[src/rtl/imem_pkg.sv]
// Shared types and default sizing for the programmable instruction memory.
package imem_pkg;

    localparam int DATA_W_DEF = 32;
    localparam int DEPTH_DEF  = 64;
    localparam int ADDR_W_DEF = 32;

    typedef enum logic [0:0] {
        ST_CLEAR = 1'b0,
        ST_RUN   = 1'b1
    } imem_state_e;

endpackage

[src/rtl/imem_ram.sv]
// Word storage: one synchronous read port, one write port, read-before-write,
// no reset on the array.
module imem_ram #(
    parameter int DATA_W = 32,
    parameter int DEPTH  = 64,
    parameter int IDX_W  = $clog2(DEPTH)
) (
    input  logic              clk,
    input  logic              rd_en,
    input  logic [IDX_W-1:0]  rd_idx,
    output logic [DATA_W-1:0] rd_data,
    input  logic              wr_en,
    input  logic [IDX_W-1:0]  wr_idx,
    input  logic [DATA_W-1:0] wr_data
);

    logic [DATA_W-1:0] mem [DEPTH];
    logic [DATA_W-1:0] rd_data_q;

    // Non-blocking read and write on the same edge returns the old word.
    always_ff @(posedge clk) begin
        if (wr_en) begin
            mem[wr_idx] <= wr_data;
        end
        if (rd_en) begin
            rd_data_q <= mem[rd_idx];
        end
    end

    assign rd_data = rd_data_q;

endmodule

[src/rtl/prog_imem.sv]
// Programmable instruction memory: zero-fill sweep after reset, then
// single-cycle fetches and program writes with alignment/range checking.
module prog_imem
    import imem_pkg::*;
#(
    parameter int DATA_W = DATA_W_DEF,
    parameter int DEPTH  = DEPTH_DEF,
    parameter int ADDR_W = ADDR_W_DEF
) (
    input  logic              clk,
    input  logic              reset,
    input  logic              fetch_req,
    input  logic [ADDR_W-1:0] fetch_addr,
    output logic [DATA_W-1:0] fetch_data,
    output logic              fetch_valid,
    output logic              fetch_fault,
    input  logic              prog_valid,
    output logic              prog_ready,
    input  logic [ADDR_W-1:0] prog_addr,
    input  logic [DATA_W-1:0] prog_data,
    output logic              prog_err,
    output logic              busy
);

    localparam int               IDX_W    = $clog2(DEPTH);
    localparam logic [IDX_W-1:0] LAST_IDX = IDX_W'(DEPTH - 1);

    imem_state_e      state_q, state_d;
    logic [IDX_W-1:0] clr_idx_q, clr_idx_d;
    logic             fetch_valid_q, fetch_valid_d;
    logic             fetch_fault_q, fetch_fault_d;
    logic             fetch_zero_q, fetch_zero_d;
    logic             prog_err_q, prog_err_d;

    logic              in_clear;
    logic              in_run;
    logic              fetch_legal;
    logic              prog_legal;
    logic [IDX_W-1:0]  fetch_idx;
    logic [IDX_W-1:0]  prog_idx;
    logic              fetch_take;
    logic              prog_accept;
    logic              ram_rd_en;
    logic              ram_wr_en;
    logic [IDX_W-1:0]  ram_wr_idx;
    logic [DATA_W-1:0] ram_wr_data;
    logic [DATA_W-1:0] ram_rd_data;

    // Legal = word aligned and below 4*DEPTH, i.e. all bits above the index are zero.
    assign fetch_legal = (fetch_addr[1:0] == 2'b00) && (fetch_addr[ADDR_W-1:IDX_W+2] == '0);
    assign prog_legal  = (prog_addr[1:0] == 2'b00) && (prog_addr[ADDR_W-1:IDX_W+2] == '0);
    assign fetch_idx   = fetch_addr[IDX_W+1:2];
    assign prog_idx    = prog_addr[IDX_W+1:2];

    // Reset is folded in combinationally so nothing is written or accepted while it is high.
    assign in_clear    = (state_q == ST_CLEAR) && !reset;
    assign in_run      = (state_q == ST_RUN) && !reset;
    assign fetch_take  = fetch_req && in_run;
    assign prog_accept = prog_valid && in_run;

    always_comb begin
        state_d       = state_q;
        clr_idx_d     = clr_idx_q;
        fetch_valid_d = fetch_take;
        fetch_fault_d = fetch_take && !fetch_legal;
        fetch_zero_d  = fetch_zero_q;
        prog_err_d    = prog_accept && !prog_legal;

        if (fetch_take) begin
            fetch_zero_d = !fetch_legal;
        end

        if (in_clear) begin
            clr_idx_d = clr_idx_q + 1'b1;
            if (clr_idx_q == LAST_IDX) begin
                state_d   = ST_RUN;
                clr_idx_d = '0;
            end
        end
    end

    always_comb begin
        ram_rd_en   = fetch_take && fetch_legal;
        ram_wr_en   = 1'b0;
        ram_wr_idx  = prog_idx;
        ram_wr_data = prog_data;
        if (in_clear) begin
            ram_wr_en   = 1'b1;
            ram_wr_idx  = clr_idx_q;
            ram_wr_data = '0;
        end else if (prog_accept && prog_legal) begin
            ram_wr_en = 1'b1;
        end
    end

    always_ff @(posedge clk or posedge reset) begin
        if (reset) begin
            state_q       <= ST_CLEAR;
            clr_idx_q     <= '0;
            fetch_valid_q <= 1'b0;
            fetch_fault_q <= 1'b0;
            fetch_zero_q  <= 1'b1;
            prog_err_q    <= 1'b0;
        end else begin
            state_q       <= state_d;
            clr_idx_q     <= clr_idx_d;
            fetch_valid_q <= fetch_valid_d;
            fetch_fault_q <= fetch_fault_d;
            fetch_zero_q  <= fetch_zero_d;
            prog_err_q    <= prog_err_d;
        end
    end

    imem_ram #(
        .DATA_W (DATA_W),
        .DEPTH  (DEPTH),
        .IDX_W  (IDX_W)
    ) u_ram (
        .clk     (clk),
        .rd_en   (ram_rd_en),
        .rd_idx  (fetch_idx),
        .rd_data (ram_rd_data),
        .wr_en   (ram_wr_en),
        .wr_idx  (ram_wr_idx),
        .wr_data (ram_wr_data)
    );

    // The RAM read register has no reset; a zero flag masks it after reset or a fault.
    assign fetch_data  = fetch_zero_q ? '0 : ram_rd_data;
    assign fetch_valid = fetch_valid_q;
    assign fetch_fault = fetch_fault_q;
    assign prog_err    = prog_err_q;
    assign busy        = reset || (state_q == ST_CLEAR);
    assign prog_ready  = in_run;

endmodule

[config.mk]
export PLATFORM = sky130hd
export DESIGN_NAME = prog_imem
export DESIGN_NICKNAME = d
export VERILOG_FILES = /design/src/rtl/imem_pkg.sv /design/src/rtl/imem_ram.sv /design/src/rtl/prog_imem.sv
export SDC_FILE = /design/constraint.sdc
export NUM_CORES = 2
export LEC_CHECK = 0
export CAP_MARGIN = 10
export CELL_PAD_IN_SITES_DETAIL_PLACEMENT = 1
export CELL_PAD_IN_SITES_GLOBAL_PLACEMENT = 2
export CORE_MARGIN = 3
export CORE_UTILIZATION = 35
export DETAILED_ROUTE_END_ITERATION = 8
export PLACE_DENSITY = 0.56
export SLEW_MARGIN = 20
export SYNTH_ARGS = -nofsm -noshare
export SYNTH_HDL_FRONTEND = slang
export SYNTH_SLANG_ARGS = --single-unit
[constraint.sdc]
create_clock -name clk -period 3.8 [get_ports clk]
set_input_delay 0.38 -clock clk [delete_from_list [all_inputs] [get_ports clk]]
set_output_delay 0.38 -clock clk [all_outputs]
set_load 0.02 [all_outputs]
After elaboration in Yosys (flattened, before gate mapping)
Memory sizes are Yosys's and may differ from the RTL's. A register that Yosys moved wholly into a read port is not among the register bits.
Cells that the tools add are included.
{ "totals": {"elab_cells": 37, "reg_bits": 11, "mem_bits_rw": 2048, "input_bits": 100, "memories": 1} }
{ "op_classes": {"addsub": 1, "n_reduce_logical": 19, "bitwise_logic": 1, "eq_ne": 1, "n_mux": 8} }
{ "memory_table": {"columns": ["name", "words", "width", "read_ports", "rd_ports_with_merged_regs", "write_ports", "line_no", "rtl"], "rows": [
  ["u_ram.mem", 64, 32, 1, 1, 1, "imem_ram.sv:17", "logic [DATA_W-1:0] mem [DEPTH];"]
]} }
{ "op_table": {"columns": ["op", "n"], "rows": [
  ["$mux W32", 2],
  ["$logic_not A24 Y1", 2],
  ["$mux W6", 2],
  ["$logic_and A1 B1 Y1", 10],
  ["$add A6 B1 Y6 const B", 1],
  ["$eq A6 B6 Y1 const B", 1],
  ["$logic_not A2 Y1", 2],
  ["$mux W1", 4],
  ["$logic_not A1 Y1", 3],
  ["$reduce_and A2 Y1", 1],
  ["$logic_or A1 B1 Y1", 1],
  ["$not A1 Y1", 1]
]} }

Longest topological paths before layout
{ "depth": {"word_depth": 8, "mapped_depth": 10} }

By module
Synthesis repeated with hierarchy kept, for this count alone.
{ "unflattened": {"cells_unflattened": 3469, "area_unflattened_um2": 79949.2} }
{ "by_module_without_submodules": {"columns": ["mod", "area_per_inst_um2", "instances", "cells_each"], "rows": [
  ["imem_ram", 78835.6, 1, 3324],
  ["prog_imem", 1113.6, 1, 145]
]} }

Worst setup path after synthesis
OpenSTA, ideal clock, no wires.
{ "synth_path": {"path_kind": "input -> register", "startpoint": "input port reset", "endpoint": "register u_ram.rd_data_q[0] (netlist: u_ram.rd_data[0]) (read register of u_ram.mem), enable pin", "arrival_ps": 3270, "t_required_ps": 3337, "stages": 3, "slack_ps": 67, "path_buffers": 0, "setup_time_ps": 463, "path_cell_list": "nor2b_1 -> nand2_1 -> nor3_1"} }
{ "synth_via": {"elab_chain_cells": 4} }
{ "synth_rtl": {"columns": ["item", "line_no", "rtl"], "rows": [
  ["from (decl)", "prog_imem.sv:11", "input logic reset,"],
  ["$logic_not A1 Y1 (no source line)", null, null],
  ["$logic_and A1 B1 Y1", "prog_imem.sv:57", "assign in_run = (state_q == ST_RUN) && !reset;"],
  ["$logic_and A1 B1 Y1", "prog_imem.sv:58", "assign fetch_take = fetch_req && in_run;"],
  ["$logic_and A1 B1 Y1", "prog_imem.sv:83", "ram_rd_en = fetch_take && fetch_legal;"],
  ["via ram_rd_en", "prog_imem.sv:43", "logic ram_rd_en;"],
  ["to (decl)", "imem_ram.sv:18", "logic [DATA_W-1:0] rd_data_q;"]
]} }
The timed path passes the listed nets, and every way through them passes these cells.
A chain may end at the register's enable or synchronous reset.

Worst setup path after layout
{ "layout_path": {"startpoint": "register fetch_zero_q", "endpoint": "output port fetch_data[5]"} }
{ "layout_via": {"elab_chain_cells": 1} }
{ "layout_rtl": {"columns": ["item", "line_no", "rtl"], "rows": [
  ["from (decl)", "prog_imem.sv:32", "logic fetch_zero_q, fetch_zero_d;"],
  ["from (signal assigned)", "prog_imem.sv:109", "fetch_zero_q <= fetch_zero_d;"],
  ["$mux W32", "prog_imem.sv:129", "assign fetch_data = fetch_zero_q ? '0 : ram_rd_data;"],
  ["to (decl)", "prog_imem.sv:14", "output logic [DATA_W-1:0] fetch_data,"]
]} }
No other way between the ends.

==> metrics <==
mean area per synthesized cell=22.1 um^2; PostCTS Resize Cnt=0; Req. time, crit path=3420 ps; vias in the first global route=41300; Rows=175; DP HPWL=129000 um; Vias/cell=5.29; Post-synth EDFFs=2080; largest net degree at the start of global routing=65; WL/cell=29.7 um; vias post-DR=38600; die area=235000 um^2; Crit Path Max Fanout=12; startpoint types=flop; commonest non-fill, non-tap cell in the layout=edfxtp_1; total grt overflow=0; CTS Sinks=2091; final setup vio count=0; Slew Limit Fails=0; FF+latch count, synth=2091; IO Pins=137; antenna violations before repair=6; Die X=485 um; Starting Density=35.3%; Mapped Nets=3737; CTS tree=yes; commonest cells after routing, fill and taps aside=edfxtp_1, mux4_2, clkbuf_16, buf_4, clkdlybuf4s50_1; Post-Syn Instances=3636; share of cells above drive strength 1=29.3%; clk buf depth=3; cell area after synthesis=80300 um^2; CTS H-tree depth=4; Post-Route WL=216000 um; ys async rst share=0.526%; synth warn=0; dominant synthesized flop cell=edfxtp_1; Worst VDD drop=0.000383 V; Worst-path clk slew=60 ps; total leakage power=29.8 nW; DRT antenna net count=0; pwr/cell area=540 nW/um^2; drt drc=0; # fillers=21200; number of DRC markers in iteration 0=3076; first-pass GRT wire length=312000 um; Inserted Clock Buffers=218; root buffer cell=clkbuf_16; Routability Congestion=0.745; RSZ-0062 raised after global routing=false; CP Class=flop to output port; Max transition margin=30.9%; total track usage=18.3%; Max Cap Viol=0; outcome=finished, final reports clean; Syn-to-layout area delta=18.5%; Fin Clk Skew=25.0 ps; Tightest Hold Check Type=primary input to flop; minimum clock period=3240 ps; Clock Latency Late Sink=840 ps; fin crit share=85.4%; Final Hold Viols=0; measured slew at the worst slew-check pin=1030 ps; Layout Nets=4193; Fmax=308 MHz; register area share after synthesis=78.1%; Worst Path Arrival=2860 ps; port bufs=136; Die Span Y=485 um; Finished Core Util=41.8%; critical path capture point type=output port; Yosys cell types=47; core footprint=228000 um^2; setup tns final=0 ps; Detailed Routing Iterations Pass 1=5
==> sequential cells by signal, summed over array words and instances (netlist names) <==
signal,cells
prog_err,1
fetch_fault,1
fetch_valid,1
u_ram.mem,2048
clr_idx_q,6
state_q,1
u_ram.rd_data,32
fetch_zero_q,1
==> Yosys cell counts, types with 4 or more instances <==
cell	n	area (um^2)
mux2i_1	110	1100
or2_2	4	25.0
nor4_2	8	100
o221ai_1	16	140
a311oi_1	9	78.8
nand4_1	4	25.0
inv_1	4	15.0
dfrtp_1	10	250
mux2_2	65	732
nor2_1	107	402
edfxtp_1	2080	62500
a221oi_1	24	210
a21oi_1	48	240
and2_1	33	206
nor3_1	19	95.1
o22ai_1	118	738
nor4_1	31	194
buf_4	48	360
or3_1	5	31.3
o22a_1	16	140
mux4_2	457	10300
buf_2	71	355
o21ai_0	25	125
nand2b_1	9	56.3
buf_6	11	124
nand2_1	37	139
a31oi_1	18	113
a211oi_1	48	360
nor2b_1	76	475
nand3_1	18	90.1
clkbuf_1	63	236
buf_1	8	30.0
nand3b_1	10	75.1
a221oi_2	8	120
==> path summary, 6_finish.rpt <==
kind / slack (ps) / cells past startpoint / start / endpoint
max: 560 / 3 / fetch_zero_q / fetch_data[5]
min: 130 / 3 / prog_valid / prog_err
max reg2reg: 990 / 7 / state_q / u_ram.mem[44][9]
min reg2reg: 530 / 1 / state_q / state_q
max in group asynchronous: 2930 / 3 / reset / fetch_zero_q
min in group asynchronous: 520 / 3 / reset / clr_idx_q[4]
==> layout make-up <==
cell class	instances	area (um^2)	share of cell area (%)
Antenna cell	7	17.5	0.0184
Clock buffer	267	5680	5.97
Clock inverter	138	1040	1.09
Inverter	5	18.8	0.0197
Multi-Input combinational cell	1339	17000	17.9
Sequential cell	2091	62700	65.9
Tap cell	3009	3760	3.96
Timing Repair Buffer	437	4930	5.18
==> stage by stage <==
stage | std cells | worst slack, ps | cell area (um^2) | hold slack [ps] | total power, W
finish | 7293 | 556 | 95200 | 129 | 0.0514
global route | 7291 | 441 | 95200 | 79.2 | 0.0533
CTS | 7286 | 430 | 95200 | 33.8 | 0.0522
detailed placement | 6880 | 344 | 88400 | 519 | 0.0318
global placement | 6880 | 344 | 88400 | 528 | 0.0317
floorplan | 3636 | 67.0 | 80300 | 232 | 0.0294
==> logic make-up (layout without fill, tap and decap cells) <==
| kind of cell | count (synthesis) | in the layout | synth area share [%] |
|---|---|---|---|
| xor+xnor | 4 | 4 | 0.0436 |
| flops | 2091 | 2091 | 78.1 |
| other cells | 0 | 7 | 0 |
| fa+ha+maj | 1 | 1 | 0.0156 |
| simple gates | 364 | 364 | 2.41 |
| mux | 632 | 632 | 15.1 |
| buf+inv | 206 | 847 | 1.40 |
| compound gates | 338 | 338 | 2.91 |
==> report_power, final <==
group,switching [W],total (W),internal [W]
registers,0.000188,0.0267,0.0265
logic,0.00298,0.00451,0.00153
clock network,0.00887,0.0202,0.0114
total,0.0120,0.0514,0.0394
==> per-layer routing <==
metal  track usage, %  up-vias  part of all wire [%]
met5                0        -                     0
met4             4.75        0                   2.2
met3             2.36      245                   3.6
met2             30.3      820                    49
met1             25.7    21100                    45
li1                 -    16400                     -
==> timing repair <==
action                    in CTS  in global routing
hold buffers                   1                  0
buffers inserted               0                  0
hold endpoints to repair      10                  0
==> critical path, stage by stage (launching register included) <==
cell and delay, ps:
dfstp_2 1060, buf_4 310, nor2b_1 90, clkdlybuf4s50_1 550
Power figures use the tool's default switching activity.
